`src/rtl/padring_strap_ctl_if.sv`:
```
// Debug pad, JTAG TAP and SPI device signals shared through the padring strap controller.
// master = board/core side, slave = padring_strap_ctl.
interface padring_strap_ctl_if;
  logic [3:0] dbg_pad_i;
  logic       dbg_pad_o;
  logic       dbg_pad_oe_o;
  logic       jtag_tck_o;
  logic       jtag_tms_o;
  logic       jtag_tdi_o;
  logic       jtag_trst_no;
  logic       jtag_tdo_i;
  logic       spi_sck_o;
  logic       spi_csb_o;
  logic       spi_mosi_o;
  logic       spi_miso_i;
  logic       spi_miso_en_i;

  modport master (
    output dbg_pad_i, jtag_tdo_i, spi_miso_i, spi_miso_en_i,
    input  dbg_pad_o, dbg_pad_oe_o,
    input  jtag_tck_o, jtag_tms_o, jtag_tdi_o, jtag_trst_no,
    input  spi_sck_o, spi_csb_o, spi_mosi_o
  );

  modport slave (
    input  dbg_pad_i, jtag_tdo_i, spi_miso_i, spi_miso_en_i,
    output dbg_pad_o, dbg_pad_oe_o,
    output jtag_tck_o, jtag_tms_o, jtag_tdi_o, jtag_trst_no,
    output spi_sck_o, spi_csb_o, spi_mosi_o
  );
endinterface

```
`src/rtl/padring_strap_ctl.sv`:
```
// Pad-ring controller: strap settle-and-lock FSM, JTAG/SPI debug pad mux, GPIO sync and optional filter.
// Define PADRING_GPIO_FILTER_EN to instantiate the GPIO glitch filter.
module padring_strap_ctl #(
  parameter int unsigned NumGpio     = 16,
  parameter int unsigned StrapSettle = 8,
  parameter int unsigned FiltCycles  = 4
) (
  input  logic                clk_i,
  input  logic                rst_i,
  input  logic                strap_dbg_i,
  input  logic                strap_boot_i,
  input  logic                strap_resample_i,
  output logic                strap_done_o,
  output logic                strap_spi_o,
  output logic                strap_boot_o,
  padring_strap_ctl_if.slave  dbg,
  input  logic [NumGpio-1:0]  gpio_pad_i,
  output logic [NumGpio-1:0]  gpio_in_o,
  input  logic [NumGpio-1:0]  gpio_out_i,
  input  logic [NumGpio-1:0]  gpio_oe_i,
  output logic [NumGpio-1:0]  gpio_pad_o,
  output logic [NumGpio-1:0]  gpio_pad_oe_o
);

  if (NumGpio < 1 || NumGpio > 32 || StrapSettle < 2 || StrapSettle > 255 ||
      FiltCycles < 1 || FiltCycles > 255) begin : g_param_check
    $error("padring_strap_ctl: parameter out of range");
  end

  localparam int unsigned CntW = $clog2(StrapSettle);

  typedef enum logic [1:0] {
    FILL,
    SAMPLE,
    LOCKED
  } state_e;

  state_e          state;
  logic [1:0]      fill_cnt;
  logic [CntW-1:0] cnt;
  logic [1:0]      prev;
  logic [1:0]      strap_s1;
  logic [1:0]      strap_s2;

  // Synced straps are packed {dbg, boot}; done doubles as the LOCKED indicator for the muxes.
  always_ff @(posedge clk_i) begin
    if (rst_i) begin
      strap_s1     <= '0;
      strap_s2     <= '0;
      state        <= FILL;
      fill_cnt     <= '0;
      cnt          <= '0;
      prev         <= '0;
      strap_done_o <= 1'b0;
      strap_spi_o  <= 1'b0;
      strap_boot_o <= 1'b0;
    end else begin
      strap_s1 <= {strap_dbg_i, strap_boot_i};
      strap_s2 <= strap_s1;
      case (state)
        FILL: begin
          if (fill_cnt == 2'd2) begin
            state <= SAMPLE;
            prev  <= strap_s2;
            cnt   <= '0;
          end else begin
            fill_cnt <= fill_cnt + 2'd1;
          end
        end
        SAMPLE: begin
          if (strap_s2 != prev) begin
            cnt  <= '0;
            prev <= strap_s2;
          end else if (cnt == CntW'(StrapSettle - 1)) begin
            if (strap_resample_i) begin
              cnt <= '0;
            end else begin
              state        <= LOCKED;
              strap_done_o <= 1'b1;
              strap_spi_o  <= prev[1];
              strap_boot_o <= prev[0];
            end
          end else begin
            cnt <= cnt + CntW'(1);
          end
        end
        LOCKED: begin
          if (strap_resample_i) begin
            state        <= SAMPLE;
            cnt          <= '0;
            prev         <= strap_s2;
            strap_done_o <= 1'b0;
          end
        end
        default: state <= FILL;
      endcase
    end
  end

  // TCK passes straight through the mux; nothing on the debug path is registered.
  always_comb begin
    dbg.jtag_tck_o   = 1'b0;
    dbg.jtag_tms_o   = 1'b1;
    dbg.jtag_tdi_o   = 1'b0;
    dbg.jtag_trst_no = 1'b0;
    dbg.spi_sck_o    = 1'b0;
    dbg.spi_csb_o    = 1'b1;
    dbg.spi_mosi_o   = 1'b0;
    dbg.dbg_pad_o    = 1'b0;
    dbg.dbg_pad_oe_o = 1'b0;
    if (strap_done_o) begin
      if (strap_spi_o) begin
        dbg.spi_sck_o    = dbg.dbg_pad_i[0];
        dbg.spi_csb_o    = dbg.dbg_pad_i[1];
        dbg.spi_mosi_o   = dbg.dbg_pad_i[2];
        dbg.dbg_pad_o    = dbg.spi_miso_i;
        dbg.dbg_pad_oe_o = dbg.spi_miso_en_i;
      end else begin
        dbg.jtag_tck_o   = dbg.dbg_pad_i[0];
        dbg.jtag_tms_o   = dbg.dbg_pad_i[1];
        dbg.jtag_tdi_o   = dbg.dbg_pad_i[2];
        dbg.jtag_trst_no = dbg.dbg_pad_i[3];
        dbg.dbg_pad_o    = dbg.jtag_tdo_i;
        dbg.dbg_pad_oe_o = 1'b1;
      end
    end
  end

  assign gpio_pad_o    = gpio_out_i;
  assign gpio_pad_oe_o = strap_done_o ? gpio_oe_i : '0;

  logic [NumGpio-1:0] gpio_s1;
  logic [NumGpio-1:0] gpio_s2;

  always_ff @(posedge clk_i) begin
    if (rst_i) begin
      gpio_s1 <= '0;
      gpio_s2 <= '0;
    end else begin
      gpio_s1 <= gpio_pad_i;
      gpio_s2 <= gpio_s1;
    end
  end

`ifdef PADRING_GPIO_FILTER_EN
  localparam int unsigned FiltW = $clog2(FiltCycles + 1);

  logic [FiltW-1:0]   filt_cnt [NumGpio];
  logic [NumGpio-1:0] gpio_filt;

  // Counter tracks consecutive disagreeing cycles; it clears on toggle, so it never passes FiltCycles-1.
  always_ff @(posedge clk_i) begin
    if (rst_i) begin
      gpio_filt <= '0;
      for (int unsigned i = 0; i < NumGpio; i++) begin
        filt_cnt[i] <= '0;
      end
    end else begin
      for (int unsigned i = 0; i < NumGpio; i++) begin
        if (gpio_s2[i] == gpio_filt[i]) begin
          filt_cnt[i] <= '0;
        end else if (filt_cnt[i] >= FiltW'(FiltCycles - 1)) begin
          gpio_filt[i] <= gpio_s2[i];
          filt_cnt[i]  <= '0;
        end else begin
          filt_cnt[i] <= filt_cnt[i] + FiltW'(1);
        end
      end
    end
  end

  assign gpio_in_o = gpio_filt;
`else
  assign gpio_in_o = gpio_s2;
`endif

endmodule
```
`src/flat_wrapper.sv`:
```
// flat-port wrapper written by rule: the top's interface ports become plain ports
module padring_strap_ctl_flat 
#(
  parameter int unsigned NumGpio     = 16,
  parameter int unsigned StrapSettle = 8,
  parameter int unsigned FiltCycles  = 4
)
  (clk_i, rst_i, strap_dbg_i, strap_boot_i, strap_resample_i, strap_done_o, strap_spi_o, strap_boot_o, gpio_pad_i, gpio_in_o, gpio_out_i, gpio_oe_i, gpio_pad_o, gpio_pad_oe_o, dbg_dbg_pad_i, dbg_jtag_tdo_i, dbg_spi_miso_i, dbg_spi_miso_en_i, dbg_dbg_pad_o, dbg_dbg_pad_oe_o, dbg_jtag_tck_o, dbg_jtag_tms_o, dbg_jtag_tdi_o, dbg_jtag_trst_no, dbg_spi_sck_o, dbg_spi_csb_o, dbg_spi_mosi_o);
  padring_strap_ctl_if dbg_i ();
  input  logic clk_i;
  input  logic rst_i;
  input  logic strap_dbg_i;
  input  logic strap_boot_i;
  input  logic strap_resample_i;
  output logic strap_done_o;
  output logic strap_spi_o;
  output logic strap_boot_o;
  input  logic [NumGpio-1:0] gpio_pad_i;
  output logic [NumGpio-1:0] gpio_in_o;
  input  logic [NumGpio-1:0] gpio_out_i;
  input  logic [NumGpio-1:0] gpio_oe_i;
  output logic [NumGpio-1:0] gpio_pad_o;
  output logic [NumGpio-1:0] gpio_pad_oe_o;
  input wire logic [$bits(dbg_i.dbg_pad_i)-1:0] dbg_dbg_pad_i;
  input wire logic [$bits(dbg_i.jtag_tdo_i)-1:0] dbg_jtag_tdo_i;
  input wire logic [$bits(dbg_i.spi_miso_i)-1:0] dbg_spi_miso_i;
  input wire logic [$bits(dbg_i.spi_miso_en_i)-1:0] dbg_spi_miso_en_i;
  output wire logic [$bits(dbg_i.dbg_pad_o)-1:0] dbg_dbg_pad_o;
  output wire logic [$bits(dbg_i.dbg_pad_oe_o)-1:0] dbg_dbg_pad_oe_o;
  output wire logic [$bits(dbg_i.jtag_tck_o)-1:0] dbg_jtag_tck_o;
  output wire logic [$bits(dbg_i.jtag_tms_o)-1:0] dbg_jtag_tms_o;
  output wire logic [$bits(dbg_i.jtag_tdi_o)-1:0] dbg_jtag_tdi_o;
  output wire logic [$bits(dbg_i.jtag_trst_no)-1:0] dbg_jtag_trst_no;
  output wire logic [$bits(dbg_i.spi_sck_o)-1:0] dbg_spi_sck_o;
  output wire logic [$bits(dbg_i.spi_csb_o)-1:0] dbg_spi_csb_o;
  output wire logic [$bits(dbg_i.spi_mosi_o)-1:0] dbg_spi_mosi_o;
  assign dbg_i.dbg_pad_i = dbg_dbg_pad_i;
  assign dbg_i.jtag_tdo_i = dbg_jtag_tdo_i;
  assign dbg_i.spi_miso_i = dbg_spi_miso_i;
  assign dbg_i.spi_miso_en_i = dbg_spi_miso_en_i;
  assign dbg_dbg_pad_o = dbg_i.dbg_pad_o;
  assign dbg_dbg_pad_oe_o = dbg_i.dbg_pad_oe_o;
  assign dbg_jtag_tck_o = dbg_i.jtag_tck_o;
  assign dbg_jtag_tms_o = dbg_i.jtag_tms_o;
  assign dbg_jtag_tdi_o = dbg_i.jtag_tdi_o;
  assign dbg_jtag_trst_no = dbg_i.jtag_trst_no;
  assign dbg_spi_sck_o = dbg_i.spi_sck_o;
  assign dbg_spi_csb_o = dbg_i.spi_csb_o;
  assign dbg_spi_mosi_o = dbg_i.spi_mosi_o;
  padring_strap_ctl #(.NumGpio(NumGpio), .StrapSettle(StrapSettle), .FiltCycles(FiltCycles)) u_core (.clk_i(clk_i), .rst_i(rst_i), .strap_dbg_i(strap_dbg_i), .strap_boot_i(strap_boot_i), .strap_resample_i(strap_resample_i), .strap_done_o(strap_done_o), .strap_spi_o(strap_spi_o), .strap_boot_o(strap_boot_o), .dbg(dbg_i), .gpio_pad_i(gpio_pad_i), .gpio_in_o(gpio_in_o), .gpio_out_i(gpio_out_i), .gpio_oe_i(gpio_oe_i), .gpio_pad_o(gpio_pad_o), .gpio_pad_oe_o(gpio_pad_oe_o));
endmodule
```
`config.mk`:
```
export PLATFORM = sky130hd
export DESIGN_NAME = padring_strap_ctl_flat
export DESIGN_NICKNAME = d
export VERILOG_FILES = /design/src/rtl/padring_strap_ctl_if.sv /design/src/rtl/padring_strap_ctl.sv /design/src/flat_wrapper.sv
export SDC_FILE = /design/constraint.sdc
export NUM_CORES = 1
export LEC_CHECK = 0
export CAP_MARGIN = 30
export CORE_ASPECT_RATIO = 0.9
export CORE_MARGIN = 5
export CORE_UTILIZATION = 25
export DETAILED_ROUTE_END_ITERATION = 10
export GPL_TIMING_DRIVEN = 0
export MAX_ROUTING_LAYER = met4
export PLACE_DENSITY = 0.63
export SYNTH_ARGS = -nofsm -noshare
export SYNTH_HDL_FRONTEND = slang
export SYNTH_SLANG_ARGS = --single-unit
```
`constraint.sdc`:
```
create_clock -name clk_i -period 5.03 [get_ports clk_i]
set_clock_uncertainty 0.2 [all_clocks]
set_input_delay 1.2575 -clock clk_i [delete_from_list [all_inputs] [get_ports clk_i]]
set_output_delay 1.2575 -clock clk_i [all_outputs]
set_load 0.005 [all_outputs]
```
======== Yosys cells after proc, flatten, opt, wreduce, memory -nomap -nowiden ========
Index checks and enable logic that the tools add are counted.
storage, ports and cells
  output and inout bits ................... 60
  memory bits (read-only) ................. 0
  register bits after elaboration ......... 48
  bits in latches ......................... 0
  memory bits (writable) .................. 0
  bits of input ports ..................... 60
  logic and storage cells ................. 75
  memories ................................ 0
operators by class
  bitwise logic cells ..................... 3
  shift operators ......................... 0
  divide/modulo/power cells ............... 0
  muxes and demuxes ....................... 39
  multipliers ............................. 0
  $lt $le $gt $ge ......................... 0
  add/subtract/negate cells ............... 2
  equal/unequal tests ..................... 11
  reductions and logical operators ........ 9
operator list
  operator               count
  $mux W1                22
  $mux W16               1
  $mux W2                8
  $mux W3                4
  $pmux W2 S3            2
  $reduce_and A5 Y1      2
  $pmux W3 S3            1
  $reduce_and A4 Y1      2
  $ne A2 B1 Y1 const B   3
  $ne A2 B2 Y1 const B   3
  $eq A2 B2 Y1 const B   2
  $reduce_and A2 Y1      2
  $add A3 B1 Y3 const B  1
  $eq A3 B3 Y1 const B   1
  $not A1 Y1             3
  $reduce_bool A3 Y1     1
  $add A2 B1 Y2 const B  1
  $eq A2 B1 Y1 const B   1
  $logic_not A2 Y1       1
  $ne A2 B2 Y1           1
  $pmux W1 S2            1
  $reduce_bool A2 Y1     1

======== Logic depth before layout (Yosys ltp) ========
Gate-level depths: netlist (run 1).
  depth after elaboration ................. 4
  depth in mapped cells ................... 7
  gate-level depth less buffers ........... 6

======== Least setup slack after synthesis (run 1) ========
OpenSTA, ideal clock, no wires.
  path type ............................... in2out
  start point ............................. in dbg_spi_miso_en_i
  end point ............................... out dbg_dbg_pad_oe_o
  data required time ...................... 3.573 ns
  arrival time ............................ 1.467 ns
  cell stages on the path ................. 2
  buffers on the path ..................... 0
  setup slack ............................. 2.105 ns
  path through ............................ inv_1 -> a21boi_0
on the way
  word-level cells in the longest chain between the ends .. 2
RTL lines
  item             RTL line                  source
  start, declared  flat_wrapper.sv:27        input wire logic [$bits(dbg_i.spi_miso_en_i)-1:0] dbg_spi_miso_en_i;
  $mux W1          padring_strap_ctl.sv:112  if (strap_spi_o) begin
  $mux W1          padring_strap_ctl.sv:111  if (strap_done_o) begin
  end, declared    flat_wrapper.sv:29        output wire logic [$bits(dbg_i.dbg_pad_oe_o)-1:0] dbg_dbg_pad_oe_o;
No other way between the ends.

======== Worst setup path after layout (run 1) ========
  start point ............................. in dbg_spi_miso_i
  end point ............................... out dbg_dbg_pad_o
on the way
  word-level cells in the longest chain between the ends .. 2
RTL lines
  item             RTL line                  source
  start, declared  flat_wrapper.sv:26        input wire logic [$bits(dbg_i.spi_miso_i)-1:0] dbg_spi_miso_i;
  $mux W1          padring_strap_ctl.sv:112
  $mux W1          padring_strap_ctl.sv:111
  end, declared    flat_wrapper.sv:28        output wire logic [$bits(dbg_i.dbg_pad_o)-1:0] dbg_dbg_pad_o;
No other way between the ends.

==> impl_metrics.xml, run 1 <==
<?xml version="1.0" encoding="UTF-8"?>
<metrics>
  <group name="timing">
    <metric name="worst_slew_pin_slew" unit="ns">0.699</metric>
    <metric name="rsz0062_at_grt" unit="">no</metric>
    <metric name="final_critical_period" unit="ns">3.89</metric>
    <metric name="slew_viol_final" unit="">0</metric>
    <metric name="max_clock_freq" unit="MHz">257</metric>
    <metric name="totalNegativeSetupSlack" unit="ns">0</metric>
    <metric name="fin_crit_sh" unit="%">77.3</metric>
    <metric name="timing.final.setup_violations" unit="">0</metric>
    <metric name="timing.slew.headroom" unit="%">52.9</metric>
    <metric name="final_hold_viol_count" unit="">0</metric>
  </group>
  <group name="yosys">
    <metric name="synth_warnings" unit="">0</metric>
    <metric name="synth_largest_area_cell" unit="">sky130_fd_sc_hd__dfxtp_1</metric>
    <metric name="synth_top_cells_by_area" unit="">sky130_fd_sc_hd__dfxtp_1, sky130_fd_sc_hd__nor2b_1, sky130_fd_sc_hd__and2_1, sky130_fd_sc_hd__buf_4, sky130_fd_sc_hd__ha_1</metric>
    <metric name="postSynthRegisterBits" unit="">48</metric>
    <metric name="number_of_flops_mapped_to_enable_cells_by_yosys" unit="">0</metric>
    <metric name="yosys.cell_types.count" unit="">32</metric>
    <metric name="seq_area_frac_synth" unit="%">49.5</metric>
    <metric name="synth.top_cell.area_share" unit="%">49.5</metric>
    <metric name="synth.net_count" unit="">267</metric>
    <metric name="synthesized_instance_count" unit="">199</metric>
    <metric name="postSynth.asyncResetShare" unit="%">0</metric>
    <metric name="synth_ff_type" unit="">sky130_fd_sc_hd__dfxtp_1</metric>
    <metric name="post_synth.cell_area_avg" unit="sq um">9.76</metric>
    <metric name="synth.cell_area" unit="sq mm">0.00194</metric>
  </group>
  <group name="global_route">
    <metric name="grt_pass1_vias" unit="">1610</metric>
    <metric name="wire_length_of_the_first_global_routing_pass" unit="um">7100</metric>
    <metric name="grt.overflow.total" unit="">0</metric>
    <metric name="gr_usage_total" unit="%">9.48</metric>
    <metric name="antenna_found_initial" unit="">0</metric>
    <metric name="pin_count_of_the_biggest_net_entering_global_routing" unit="">16</metric>
  </group>
  <group name="clock_tree">
    <metric name="clk-insertion-delay-late" unit="ns">0.29</metric>
    <metric name="clock-sinks" unit="">48</metric>
    <metric name="numCtsBuffers" unit="">5</metric>
    <metric name="worst_setup_hold_path_clk_slew" unit="ns">0.09</metric>
    <metric name="clockRootBuffer" unit="">sky130_fd_sc_hd__clkbuf_8</metric>
    <metric name="cts_hold_buf" unit="">0</metric>
    <metric name="postCtsSetupRepairBufs" unit="">0</metric>
    <metric name="cts.htree.levels" unit="">2</metric>
    <metric name="cts.path.max_buffers" unit="">2</metric>
    <metric name="cts_tree" unit="">done</metric>
    <metric name="post_cts_resized" unit="">0</metric>
  </group>
  <group name="critical_path">
    <metric name="endpoint" unit="">dbg_dbg_pad_o</metric>
    <metric name="setup.worst_path.end_class" unit="">primary output</metric>
    <metric name="critPathMostFrequentCell" unit="">sky130_fd_sc_hd__clkdlybuf4s50_1</metric>
    <metric name="worst-endpoint-arrival" unit="ns">2.43</metric>
    <metric name="critical_path.startpoint_type" unit="">input pin</metric>
    <metric name="r2r_end" unit="">u_core.prev[1]</metric>
    <metric name="rr_worst_depth" unit="">6</metric>
    <metric name="crit_path_top_delay_cell" unit="">sky130_fd_sc_hd__clkdlybuf4s50_1</metric>
    <metric name="crit_start" unit="">dbg_spi_miso_i</metric>
    <metric name="worst-r2r-setup-slack" unit="ns">2.83</metric>
    <metric name="timing.critical_path.cells" unit="">clkdlybuf4s50_1 &gt; mux2i_1 &gt; nor2b_1 &gt; clkdlybuf4s50_1</metric>
    <metric name="worst_ep_required_time" unit="ns">3.57</metric>
    <metric name="crit_path_max_incr_delay" unit="ns">0.52</metric>
    <metric name="worstReg2RegStart" unit="">u_core.state[0]</metric>
    <metric name="critical_path_peak_fanout" unit="">1</metric>
    <metric name="criticalPathCategory" unit="">in -&gt; out</metric>
  </group>
  <group name="placement">
    <metric name="hpwlAfterDp" unit="um">3770</metric>
    <metric name="finalWeightedCongestion" unit="">0.809</metric>
    <metric name="numPlacedInstances" unit="">397</metric>
    <metric name="port_buffers" unit="">102</metric>
    <metric name="placed_area" unit="sq mm">0.00308</metric>
  </group>
  <group name="power_and_ir_drop">
    <metric name="power_leakage" unit="nW">1.27</metric>
    <metric name="finalPower" unit="mW">0.869</metric>
    <metric name="max-vdd-ir-drop" unit="mV">0.172</metric>
    <metric name="cellPowerDensity" unit="mW/mm^2">271</metric>
  </group>
  <group name="die">
    <metric name="die_w" unit="um">103</metric>
    <metric name="dieArea" unit="sq mm">0.00963</metric>
    <metric name="row_count" unit="">30</metric>
    <metric name="die_h" unit="um">93.6</metric>
    <metric name="core" unit="sq mm">0.00754</metric>
    <metric name="io_pins" unit="">120</metric>
    <metric name="starting_density" unit="%">25.7</metric>
  </group>
  <group name="route">
    <metric name="routed-via-count" unit="">1627</metric>
    <metric name="post_drt_via_cell_ratio" unit="">4.02</metric>
    <metric name="drtIter0Drc" unit="">18</metric>
    <metric name="antenna_left" unit="">0</metric>
    <metric name="finalWirelength" unit="um">4580</metric>
    <metric name="route.detailed.wl_per_inst" unit="um">11.3</metric>
    <metric name="drt_pre_antenna_iters" unit="">4</metric>
    <metric name="detail_route.drc_violations" unit="">0</metric>
  </group>
  <group name="layout">
    <metric name="postLayoutCoreUtil" unit="%">42.5</metric>
    <metric name="area_delta_synth_final" unit="%">65.0</metric>
    <metric name="antennaDiodeCount" unit="">0</metric>
    <metric name="layout.cell_area.non_filler" unit="sq mm">0.00320</metric>
    <metric name="fin_cells" unit="">405</metric>
    <metric name="leading_cell_type_in_the_layout_fill_and_taps_excluded" unit="">sky130_fd_sc_hd__clkdlybuf4s50_1</metric>
    <metric name="num-nets-final" unit="">376</metric>
    <metric name="final_cell_mix" unit="">sky130_fd_sc_hd__clkdlybuf4s50_1, sky130_fd_sc_hd__dfxtp_1, sky130_fd_sc_hd__nor2b_1</metric>
    <metric name="drive_gt1_share" unit="%">8.74</metric>
  </group>
  <group name="run">
    <metric name="max_cap_viol_count" unit="">0</metric>
  </group>
  <group name="status">
    <metric name="outcome" unit="">finished, final reports clean</metric>
  </group>
  <group name="hold_path">
    <metric name="holdCritPathClass" unit="">reg -&gt; reg</metric>
  </group>
</metrics>
## worst max-delay path, delay by kind of cell
family / cells / cell delay [ns]
AND/OR/NAND/NOR: 1 / 0.12
multiplexers: 1 / 0.07
buffers and inverters: 2 / 0.98
## synthesized netlist by cell type, drive strengths merged, types with 2 or more instances
library cell and number:
a211o 2, nand4 2, nand2b 2, clkbuf 8, nor2 7, ha 8, nor4 2, buf 16
dfxtp 48, nor2b 41, and3 3, nand3 2, xor2 2, and2 20, nand2 9, mux2i 3
o21ai 6, inv 5
## stage by stage
stage                     hold slack, ns  setup WS [ns]
after floorplan                    0.214           2.11
final                              0.239           1.14
after global placement             0.218           1.15
after global routing               0.257           1.06
after CTS                          0.243           1.13
after detailed placement           0.221           1.13
## state kept, by name (all words and copies together) (netlist names)
signal and flops:
u_core.gpio_s1 16, u_core.state 2, u_core.strap_s1 2, u_core.gpio_in_o 16, u_core.prev 2, u_core.strap_spi_o 1, u_core.strap_done_o 1, u_core.fill_cnt 2
u_core.strap_s2 2, u_core.cnt 3, u_core.strap_boot_o 1
## final cells by class
class,instances,area [sq um]
fillers,751,4340
well taps,96,120
inverters,6,22.5
plain buffers,24,150
repair buffers,102,1020
clock inverters,2,38.8
clock buffers,6,82.6
multi-input cells,121,808
flip-flops and latches,48,961
## where the power goes
| group | switching (mW) | internal [mW] |
|---|---|---|
| clock network | 0.124 | 0.162 |
| registers | 0.00984 | 0.404 |
| logic | 0.0696 | 0.0991 |
| total | 0.204 | 0.665 |
## cells by family after synthesis
logic type / share of synthesized area (%)
AND/OR/NAND/NOR: 28.0
flip-flops: 49.5
buffers and inverters: 8.89
AO/OA/AOI/OAI: 5.61
adder cells (fa/ha/maj): 5.15
XOR/XNOR: 1.35
multiplexers: 1.55
## how the worst min path moves through the flow
stage | from | endpoint | slack [ns] | cells past startpoint
after CTS | u_core.gpio_s1[10] | u_core.gpio_in_o[10] | 0.24 | 1
after floorplan | u_core.gpio_s1[0] | u_core.gpio_in_o[0] | 0.21 | 1
after detailed placement | u_core.gpio_s1[10] | u_core.gpio_in_o[10] | 0.22 | 1
after global placement | u_core.gpio_s1[2] | u_core.gpio_in_o[2] | 0.22 | 1
after global routing | u_core.gpio_s1[2] | u_core.gpio_in_o[2] | 0.26 | 1
final | u_core.gpio_s1[10] | u_core.gpio_in_o[10] | 0.24 | 1
## routing by layer
metal	global-route usage, %	vias up	wire length (um)
met2	16.2	68	2290
met5	-	-	0
met4	2.59	0	53
met1	10.6	711	1770
met3	2.98	7	463
li1	-	841	-
Note: power is estimated with default switching activity, not from simulation.
==> inputs of run 2 (changes only) <==
PLACE_DENSITY = 0.65   (was 0.63)
clock period = 3.5 ns   (was 5.03 ns; I/O delays follow)
==> run 2 against run 1 <==
Final area is 0.23% higher. Die area unchanged. Register-to-register slack worse by 1.5 ns. Power grew 48%. Largest cell class unchanged.
==> impl_metrics.xml, run 2 (synthesis results as in run 1) <==
<?xml version="1.0" encoding="UTF-8"?>
<metrics>
  <group name="status">
    <metric name="outcome" unit="">finished, final reports clean</metric>
  </group>
  <group name="layout">
    <metric name="num-nets-final" unit="">376</metric>
    <metric name="leading_cell_type_in_the_layout_fill_and_taps_excluded" unit="">sky130_fd_sc_hd__clkdlybuf4s50_1</metric>
    <metric name="final_cell_mix" unit="">sky130_fd_sc_hd__clkdlybuf4s50_1, sky130_fd_sc_hd__dfxtp_1, sky130_fd_sc_hd__nor2b_1</metric>
    <metric name="area_delta_synth_final" unit="%">65.4</metric>
    <metric name="drive_gt1_share" unit="%">8.44</metric>
    <metric name="antennaDiodeCount" unit="">0</metric>
    <metric name="layout.cell_area.non_filler" unit="sq mm">0.00321</metric>
  </group>
  <group name="die">
    <metric name="io_pins" unit="">120</metric>
    <metric name="starting_density" unit="%">25.7</metric>
    <metric name="core" unit="sq mm">0.00754</metric>
    <metric name="die_w" unit="um">103</metric>
    <metric name="row_count" unit="">30</metric>
    <metric name="dieArea" unit="sq mm">0.00963</metric>
    <metric name="die_h" unit="um">93.6</metric>
  </group>
  <group name="clock_tree">
    <metric name="clock-sinks" unit="">48</metric>
    <metric name="cts_hold_buf" unit="">0</metric>
    <metric name="worst_setup_hold_path_clk_slew" unit="ns">0.08</metric>
    <metric name="numCtsBuffers" unit="">5</metric>
    <metric name="clk-insertion-delay-late" unit="ns">0.29</metric>
    <metric name="cts_tree" unit="">done</metric>
    <metric name="post_cts_resized" unit="">0</metric>
    <metric name="cts.htree.levels" unit="">2</metric>
    <metric name="clockRootBuffer" unit="">sky130_fd_sc_hd__clkbuf_8</metric>
    <metric name="postCtsSetupRepairBufs" unit="">0</metric>
    <metric name="cts.path.max_buffers" unit="">2</metric>
  </group>
  <group name="critical_path">
    <metric name="crit_path_max_incr_delay" unit="ns">0.53</metric>
    <metric name="timing.critical_path.cells" unit="">clkdlybuf4s50_1 &gt; mux2i_1 &gt; nor2b_1 &gt; clkdlybuf4s50_1</metric>
    <metric name="setup.worst_path.end_class" unit="">primary output</metric>
    <metric name="cpLargestDelayFamily" unit="">buffers and inverters</metric>
    <metric name="worst_ep_required_time" unit="ns">2.42</metric>
    <metric name="worst-endpoint-arrival" unit="ns">2.06</metric>
    <metric name="critical_path.startpoint_type" unit="">input pin</metric>
    <metric name="critPathMostFrequentCell" unit="">sky130_fd_sc_hd__clkdlybuf4s50_1</metric>
    <metric name="crit_path_top_delay_cell" unit="">sky130_fd_sc_hd__clkdlybuf4s50_1</metric>
    <metric name="critical_path_buf_inv_count" unit="">2</metric>
    <metric name="critical_path_peak_fanout" unit="">1</metric>
    <metric name="criticalPathCategory" unit="">in -&gt; out</metric>
  </group>
  <group name="route">
    <metric name="detail_route.drc_violations" unit="">0</metric>
    <metric name="route.detailed.wl_per_inst" unit="um">11.3</metric>
    <metric name="finalWirelength" unit="um">4570</metric>
    <metric name="antenna_left" unit="">0</metric>
    <metric name="post_drt_via_cell_ratio" unit="">4.07</metric>
    <metric name="routed-via-count" unit="">1644</metric>
    <metric name="drt_pre_antenna_iters" unit="">4</metric>
    <metric name="drtIter0Drc" unit="">49</metric>
  </group>
  <group name="global_route">
    <metric name="pin_count_of_the_biggest_net_entering_global_routing" unit="">15</metric>
    <metric name="gr_usage_total" unit="%">9.18</metric>
    <metric name="antenna_found_initial" unit="">0</metric>
    <metric name="wire_length_of_the_first_global_routing_pass" unit="um">6910</metric>
    <metric name="grt_pass1_vias" unit="">1552</metric>
    <metric name="grt.overflow.total" unit="">0</metric>
  </group>
  <group name="power_and_ir_drop">
    <metric name="max-vdd-ir-drop" unit="mV">0.284</metric>
    <metric name="finalPower" unit="mW">1.29</metric>
    <metric name="power_leakage" unit="nW">1.28</metric>
    <metric name="cellPowerDensity" unit="mW/mm^2">401</metric>
  </group>
  <group name="run">
    <metric name="max_cap_viol_count" unit="">0</metric>
  </group>
  <group name="placement">
    <metric name="port_buffers" unit="">102</metric>
    <metric name="finalWeightedCongestion" unit="">0.751</metric>
    <metric name="hpwlAfterDp" unit="um">3760</metric>
    <metric name="placed_area" unit="sq mm">0.00308</metric>
  </group>
  <group name="timing">
    <metric name="timing.final.setup_violations" unit="">0</metric>
    <metric name="worst_slew_pin_slew" unit="ns">0.648</metric>
    <metric name="fin_crit_sh" unit="%">89.6</metric>
    <metric name="slew_viol_final" unit="">0</metric>
    <metric name="final_hold_viol_count" unit="">0</metric>
    <metric name="rsz0062_at_grt" unit="">no</metric>
    <metric name="max_clock_freq" unit="MHz">319</metric>
    <metric name="final_critical_period" unit="ns">3.14</metric>
    <metric name="timing.slew.headroom" unit="%">56.4</metric>
    <metric name="totalNegativeSetupSlack" unit="ns">0</metric>
  </group>
  <group name="hold_path">
    <metric name="holdCritPathClass" unit="">reg -&gt; reg</metric>
  </group>
</metrics>
[run 2: power breakdown]
group / leakage, nW / total, mW / internal [mW] / switching, mW
Clock: 0.0642 / 0.451 / 0.281 / 0.170
Sequential: 0.395 / 0.594 / 0.580 / 0.0138
Combinational: 0.816 / 0.244 / 0.143 / 0.101
Total: 1.28 / 1.29 / 1.00 / 0.285
[run 2: metrics by stage]
stage | instances | setup WS, ns | utilization, % | hold slack (ns)
2_1_floorplan | 199 | 1.34 | - | 0.214
3_3_place_gp | 397 | 0.375 | 40.9 | 0.218
3_5_place_dp | 397 | 0.352 | 40.9 | 0.222
4_1_cts | 404 | 0.342 | 42.6 | 0.239
5_1_grt | 404 | 0.312 | 42.6 | 0.253
6_report | 404 | 0.363 | 42.6 | 0.238
[run 2: path summary, 6_finish.rpt]
path                                          from                  to  slack, ns  cells past startpoint
worst min register to register  u_core.strap_s1[0]  u_core.strap_s2[0]       0.24                      1
worst max-delay path                dbg_spi_miso_i       dbg_dbg_pad_o       0.36                      4
worst min-delay path            u_core.strap_s1[0]  u_core.strap_s2[0]       0.24                      1
worst max register to register     u_core.state[0]      u_core.prev[1]       1.35                      6
[run 2: area by class of cell]
class | count | area, sq um
Fill cell | 751 | 4330
Timing Repair Buffer | 102 | 1020
Sequential cell | 48 | 961
Multi-Input combinational cell | 121 | 808
Buffer | 24 | 150
Tap cell | 96 | 120
Clock buffer | 5 | 68.8
Clock inverter | 2 | 60.1
Inverter | 6 | 22.5
[run 2: worst register-to-register path: stages, from the launching register on]
cell and delay (ns):
sky130_fd_sc_hd__dfxtp_1 0.37, sky130_fd_sc_hd__inv_1 0.09, sky130_fd_sc_hd__ha_1 0.22, sky130_fd_sc_hd__nor2b_1 0.13, sky130_fd_sc_hd__clkbuf_1 0.19, sky130_fd_sc_hd__nor4_1 0.63
sky130_fd_sc_hd__mux2i_1 0.24
[run 2: layer usage]
metal / wire length (um) / GRT usage (%) / part of all wire, % / vias up
li1: - / - / - / 838
met1: 1630 / 9.14 / 36 / 733
met2: 2400 / 16.9 / 53 / 71
met3: 525 / 3.50 / 11 / 2
met4: 8 / 1.94 / 0.18 / 0
met5: 0 / - / 0 / -
==> inputs of run 3 (changes only) <==
SLEW_MARGIN = 30   (was default)
==> results of run 3 <==
The final DEF is identical to that of run 2; final timing and power are the same.
